<file path="config.mk">
export PLATFORM = sky130hd
export DESIGN_NAME = booth_mult_seq
export DESIGN_NICKNAME = d
export VERILOG_FILES = /design/src/rtl/booth_mult_seq.sv
export SDC_FILE = /design/constraint.sdc
export NUM_CORES = 1
export LEC_CHECK = 0
export ABC_CLOCK_PERIOD_IN_PS = 4760
export BUFFER_PORTS_ARGS = -buffer_cell sky130_fd_sc_hd__buf_4
export CORE_ASPECT_RATIO = 0.8
export CORE_MARGIN = 5
export CORE_UTILIZATION = 30
export DETAILED_ROUTE_END_ITERATION = 10
export PLACE_DENSITY = 0.59
export SETUP_SLACK_MARGIN = 0.02
export SLEW_MARGIN = 20
export SYNTH_ARGS = -nofsm -noshare
export SYNTH_HDL_FRONTEND = slang
export SYNTH_SLANG_ARGS = --single-unit
</file>
<file path="constraint.sdc">
create_clock -name clk -period 4.76 [get_ports clk]
set_clock_uncertainty 0.05 [all_clocks]
set_input_delay 0.238 -clock clk [delete_from_list [all_inputs] [get_ports clk]]
set_output_delay 0.238 -clock clk [all_outputs]
set_load 0.02 [all_outputs]
</file>
<file path="src/rtl/booth_mult_seq.sv">
// Sequential radix-2 Booth multiplier: WIDTH x WIDTH -> 2*WIDTH, signed or unsigned per request.
// One add/sub-and-shift iteration per clock, WIDTH+1 iterations per product, start/busy/done handshake.
module booth_mult_seq #(
    parameter int WIDTH = 8
) (
    input  logic               clk,
    input  logic               rst,
    input  logic               start,
    input  logic               signed_op,
    input  logic [WIDTH-1:0]   a,
    input  logic [WIDTH-1:0]   b,
    output logic [2*WIDTH-1:0] product,
    output logic               busy,
    output logic               done
);

    localparam int N  = WIDTH + 1;       // iterations; operands carry one extra sign bit
    localparam int AW = WIDTH + 2;       // accumulator with one guard bit
    localparam int TW = AW + N + 1;      // full {acc, q, q_m1} shift register
    localparam int CW = $clog2(N);
    localparam logic [CW-1:0] LAST = CW'(N - 1);

    typedef enum logic {
        IDLE,
        RUN
    } state_t;

    state_t                     state;
    logic signed [AW-1:0]       acc;
    logic        [WIDTH:0]      q;
    logic                       q_m1;
    logic signed [WIDTH:0]      m;
    logic        [CW-1:0]       cnt;

    logic signed [AW-1:0]       acc_sum;
    logic signed [TW-1:0]       step;
    logic signed [AW-1:0]       step_acc;
    logic        [WIDTH:0]      step_q;
    logic                       step_qm1;

    // Unsigned operands get a zero top bit so the Booth recoding treats them as positive.
    function automatic logic signed [WIDTH:0] extend(input logic [WIDTH-1:0] v,
                                                     input logic             sgn);
        return {sgn & v[WIDTH-1], v};
    endfunction

    function automatic logic signed [AW-1:0] booth_add(input logic signed [AW-1:0] acc_in,
                                                       input logic signed [WIDTH:0] mcand,
                                                       input logic        [1:0]     pair);
        logic signed [AW-1:0] mx;
        mx = {mcand[WIDTH], mcand};
        case (pair)
            2'b01:   return acc_in + mx;
            2'b10:   return acc_in - mx;
            default: return acc_in;
        endcase
    endfunction

    function automatic logic signed [TW-1:0] booth_shift(input logic signed [TW-1:0] v);
        return v >>> 1;
    endfunction

    // Add and shift happen on the same edge: the shift sees the fresh sum.
    always_comb begin
        acc_sum  = booth_add(acc, m, {q[0], q_m1});
        step     = booth_shift({acc_sum, q, q_m1});
        step_acc = step[TW-1 -: AW];
        step_q   = step[N:1];
        step_qm1 = step[0];
    end

    always_ff @(posedge clk) begin
        if (rst) begin
            state   <= IDLE;
            busy    <= 1'b0;
            done    <= 1'b0;
            product <= '0;
            acc     <= '0;
            q       <= '0;
            q_m1    <= 1'b0;
            m       <= '0;
            cnt     <= '0;
        end else begin
            done <= 1'b0;
            case (state)
                IDLE: begin
                    if (start) begin
                        m     <= extend(a, signed_op);
                        q     <= extend(b, signed_op);
                        q_m1  <= 1'b0;
                        acc   <= '0;
                        cnt   <= '0;
                        busy  <= 1'b1;
                        state <= RUN;
                    end
                end
                RUN: begin
                    acc  <= step_acc;
                    q    <= step_q;
                    q_m1 <= step_qm1;
                    cnt  <= cnt + 1'b1;
                    // Low 2*WIDTH bits of {acc, q} after the last shift are exact in both modes.
                    if (cnt == LAST) begin
                        product <= step[2*WIDTH:1];
                        busy    <= 1'b0;
                        done    <= 1'b1;
                        state   <= IDLE;
                    end
                end
                default: state <= IDLE;
            endcase
        end
    end

endmodule

</file>
# Word-level counts from Yosys, hierarchy flattened
# Index checks and enable logic that the tools add are counted.
dict set report totals {
  input_bits 20
  ff_bits 52
  output_inout_bits 18
}
dict set report op_classes {
  bitwise_logic 3
  reduce_logical 4
  n_addsub 3
  eq_ne 5
  n_mux 16
}
# cell count
set ops {}
lappend ops {{one-hot mux 10 bit (2 select lines)} 2}
lappend ops {{one-hot mux 9 bit (2 select lines)} 1}
lappend ops {{adder 10 x 9 -> 10 bit} 1}
lappend ops {{two-way mux 10 bit} 1}
lappend ops {{subtractor 10 x 9 -> 10 bit} 1}
lappend ops {{two-way mux 9 bit} 1}
lappend ops {{one-hot mux 4 bit (2 select lines)} 1}
lappend ops {{two-way mux 1 bit} 6}
lappend ops {{one-hot mux 1 bit (2 select lines)} 3}
lappend ops {{AND reduction 2 bit} 3}
lappend ops {{adder 4 x 1 -> 4 bit (second input constant)} 1}
lappend ops {{equality test 4 bit (second input constant)} 1}
lappend ops {{two-way mux 4 bit} 1}
lappend ops {{bitwise AND 1 bit} 2}
lappend ops {{equality test 2 x 1 -> 1 bit (second input constant)} 1}
lappend ops {{equality test 2 bit (second input constant)} 1}
lappend ops {{!= test 2 x 1 -> 1 bit (second input constant)} 1}
lappend ops {{!= test 2 bit (second input constant)} 1}
lappend ops {{OR reduction 2 bit} 1}
lappend ops {{NOT 1 bit} 1}

# Depth between registers and ports, before layout
dict set report depth {
  word_depth 3
  depth_mapped 13
  depth_no_buf 12
}

# Worst setup path before layout
# Ideal clock, no wire load.
dict set report synth_path {
  kind {flip-flop to flip-flop}
  from {register q[0]}
  to {register acc[8]}
  required_ns 4.619
  slack_ns 2.162
  arrival_ns 2.457
  stages_incl_launch_ff 11
  setup_ns 0.091
  cell_sequence {dfxtp_1 ha_1 clkbuf_1 mux2_2 inv_1 ha_1 nor2b_1 o31ai_1 a211oi_1 a211o_1 a311oi_1}
}
dict set report synth_via {
  elab_chain_len 3
}
# element line_no
set synth_lines {}
lappend synth_lines {{start: declaration} 30} ;# logic [WIDTH:0] q;
lappend synth_lines {{start signal: assignment} 89} ;# q <= extend(b, signed_op);
lappend synth_lines {{start signal: assignment} 99} ;# q <= step_q;
lappend synth_lines {{equality test 2 bit / equality test 2 x 1 -> 1 bit (equally long branches)} 52} ;# case (pair)
lappend synth_lines {{one-hot mux 10 bit (2 select lines) (*)} 52}
lappend synth_lines {{one-hot mux 10 bit (2 select lines) (*)} 85} ;# case (state)
lappend synth_lines {{end signal: assignment} 98} ;# acc <= step_acc;
lappend synth_lines {{end: declaration} 29} ;# logic signed [AW-1:0] acc;
# Every way passes the cells marked *; elsewhere a longest branch is shown, timed or not.
# A chain may end at the register's enable or synchronous reset.

# Final worst setup path
# Ends and elaborated chain as after synthesis.

==> impl_metrics.toml <==
[detailed_routing]
vias = 2394
firstDrtPassIters = 4
antenna_left = 0
wl_per_cell_um = 14.0
drt_iter0_drc = 161
drc_errors = 0
vias_per_cell = 5.00
routed_wl_mm = 6.69

[placement]
placed_cell_area_um2 = 3040
gp_congestion = 0.813
hpwl_mm = 4.59
port_buffers = 37

[clock_tree]
cts_buffer_depth = 2
numCtsBuffers = 5
cts_tree = "done"
postCtsSetupRepairBufs = 0
clkTransAtPathRegs_ps = 110
clk_latency_ps = 320
ctsHoldBuffers = 0
h-tree-depth = 2
cts_resized = 0
clock_sinks = 51
cts_root_buf = "clkbuf_8"

[finish]
area_delta_synth_final_pct = 16.8
fin_area_um2 = 3130
most-common-layout-cells = "dfxtp_1, a21oi_1, nand2_1"
final_nets = 400
diodes = 0
drive_gt1_share_pct = 13.6
final_common_cell = "dfxtp_1"

[setup_path]
crit_family = "compound AO/OA/AOI/OAI gates"
crit_chain = "ha_1 -> mux2_2 -> inv_1 -> ha_1 -> nor2b_1 -> o31ai_1 -> a211oi_1 -> a211o_1 -> a311oi_1"
reg2regPathDepth = 9
critPathKind = "register to register"
critPathLaunchType = "register"
crit_cells = 9
cp.arrival_ps = 2950
crit_path_end_kind = "register"
required_ps = 4950
crit_slowest_cell = "o31ai_1"
cp_max_fo = 10
cp_num_buf_inv = 1
cpMostUsedCell = "ha_1"
slowest_delay_ps = 420

[global_route]
use_met1_pct = 18.5
grt_max_degree = 48
grt_pass1_vias = 2153
grt_overflow_total = 0
grt_util_met2_pct = 17.3
grt.busiest_layer = "met1"
antenna_found_initial = 0
use_met3_pct = 2.24
grt_first_pass_wirelength_mm = 10.7
grt_use_total_pct = 12.1

[floorplanning]
initial_core_util_pct = 31.2
fp-row-count = 30
io_pins = 38
die_y_um = 94.6
die_area_um2 = 10900
die_w_um = 116
coreArea_um2 = 8600

[logic_synthesis]
ys_async_sr_fraction_pct = 0
synth_compound_area_share_pct = 20.8
yosysSeqAreaShare_pct = 38.1
syn_area_um2 = 2680
synth_cell_types = 43
avgSynthCellArea_um2 = 7.89
yosys.area_share.simple_pct = 21.9
synth_top_family_by_area = "simple AND/OR/NAND/NOR gates"
ys_seq_elements = 51
synth_xor_area_share_pct = 2.61
synth-adder-area-share_pct = 6.81
synth_mux_area_share_pct = 5.32
synth_ff_type = "dfxtp_1"
yosys_warnings = 0
synth_cells = 340
synth_edf_count = 0
synth_nets = 374

[job]
cap_violations = 0

[power]
power_density_nw_per_um2 = 306
ir_drop_mv = 0.110
finalPower_uw = 960
leakagePower_uw = 0.00124

[timing]
tightest_slew_ps = 764
rsz0062_at_grt = "false"
relSlewSlack_pct = 49.0
clock.fmax_mhz = 362
finalCritPeriodShare_pct = 58.0
setup_viol_count_final = 0
maxSlewViolCount = 0
hold_violations = 0
fin_crit_ps = 2760
fin_hold_ws_ps = 117
setup_tns_ps = 0

[outcome]
status = "complete, no violations"

[hold_path]
hold_path.class = "input port to register"
whs_path_depth = 3
==> cell usage after synthesis, types with 2 or more instances <==
library cell,number,share of area (%)
nand2_1,45,6.3
mux2_2,2,0.84
a211o_1,2,0.65
nand3_1,7,1.3
ha_1,13,6.1
dfxtp_1,51,38
o21a_1,6,1.7
o31a_1,2,0.65
nand2b_1,3,0.70
o31ai_1,2,0.56
buf_1,2,0.28
nand3b_1,3,0.84
o21ai_0,9,1.7
clkbuf_1,17,2.4
a311oi_1,3,0.98
a211oi_1,5,1.4
inv_1,12,1.7
and3_1,2,0.47
nor2_1,43,6.0
a32o_1,2,0.75
a21oi_1,50,9.3
a41oi_1,2,0.65
nor3_1,12,2.2
mux2i_1,12,4.5
and2_1,2,0.47
nor2b_1,5,1.2
nor3b_1,2,0.56
xnor2_1,7,2.3
a21o_1,2,0.56
a31oi_1,2,0.47
==> worst min-delay path, cell delays in order <==
cell	delay [ps]
buf_4	100
nand2_1	50
a21oi_1	50
==> sequential cells by signal, indices dropped and copies added (netlist names) <==
register / cells
cnt: 4
q: 9
done: 1
acc: 9
q_m1: 1
product: 16
m: 9
state: 1
busy: 1
==> logic make-up after synthesis <==
group	count (synthesis)
multiplexers	14
XOR/XNOR	8
flip-flops	51
AO/OA/AOI/OAI	91
adder cells (fa/ha/maj)	14
AND/OR/NAND/NOR	130
buffers and inverters	32
==> area by class of cell <==
type / instances / area, um2
multi-input cells: 257 / 1540
flip-flops and latches: 51 / 1020
fillers: 864 / 5460
inverters: 12 / 45.0
repair buffers: 39 / 293
clock buffers: 5 / 68.8
well taps: 112 / 140
clock inverters: 3 / 25.0
==> worst paths after layout <==
check | to | from | slack (ps)
min | m[4]$_SDFFE_PP0P_ | a[4] | 120
max | acc[8]$_SDFFE_PP0P_ | q[0]$_SDFFE_PP0P_ | 2000
max reg2reg | acc[8]$_SDFFE_PP0P_ | q[0]$_SDFFE_PP0P_ | 2000
min reg2reg | product[2]$_SDFFE_PP0P_ | product[2]$_SDFFE_PP0P_ | 410
==> layer usage <==
layer,wire (um),part of all wire (%)
met1,3510,52
met2,2700,40
met3,413,6.2
met4,70,1.0
met5,0,0
==> where the power goes <==
part           internal [uW]  switching (uW)
Sequential               443            15.5
Clock                    106             162
Combinational           99.9             135
==> per-stage QoR <==
step           cells  utilization (%)  worst slack (ps)
6_report         479             36.4              2000
5_1_grt          479             36.4              1790
4_1_cts          479             36.4              1980
3_5_place_dp     471             35.4              2010
3_3_place_gp     471             35.4              2090
2_1_floorplan    340                -              2160
Power figures use the tool's default switching activity.
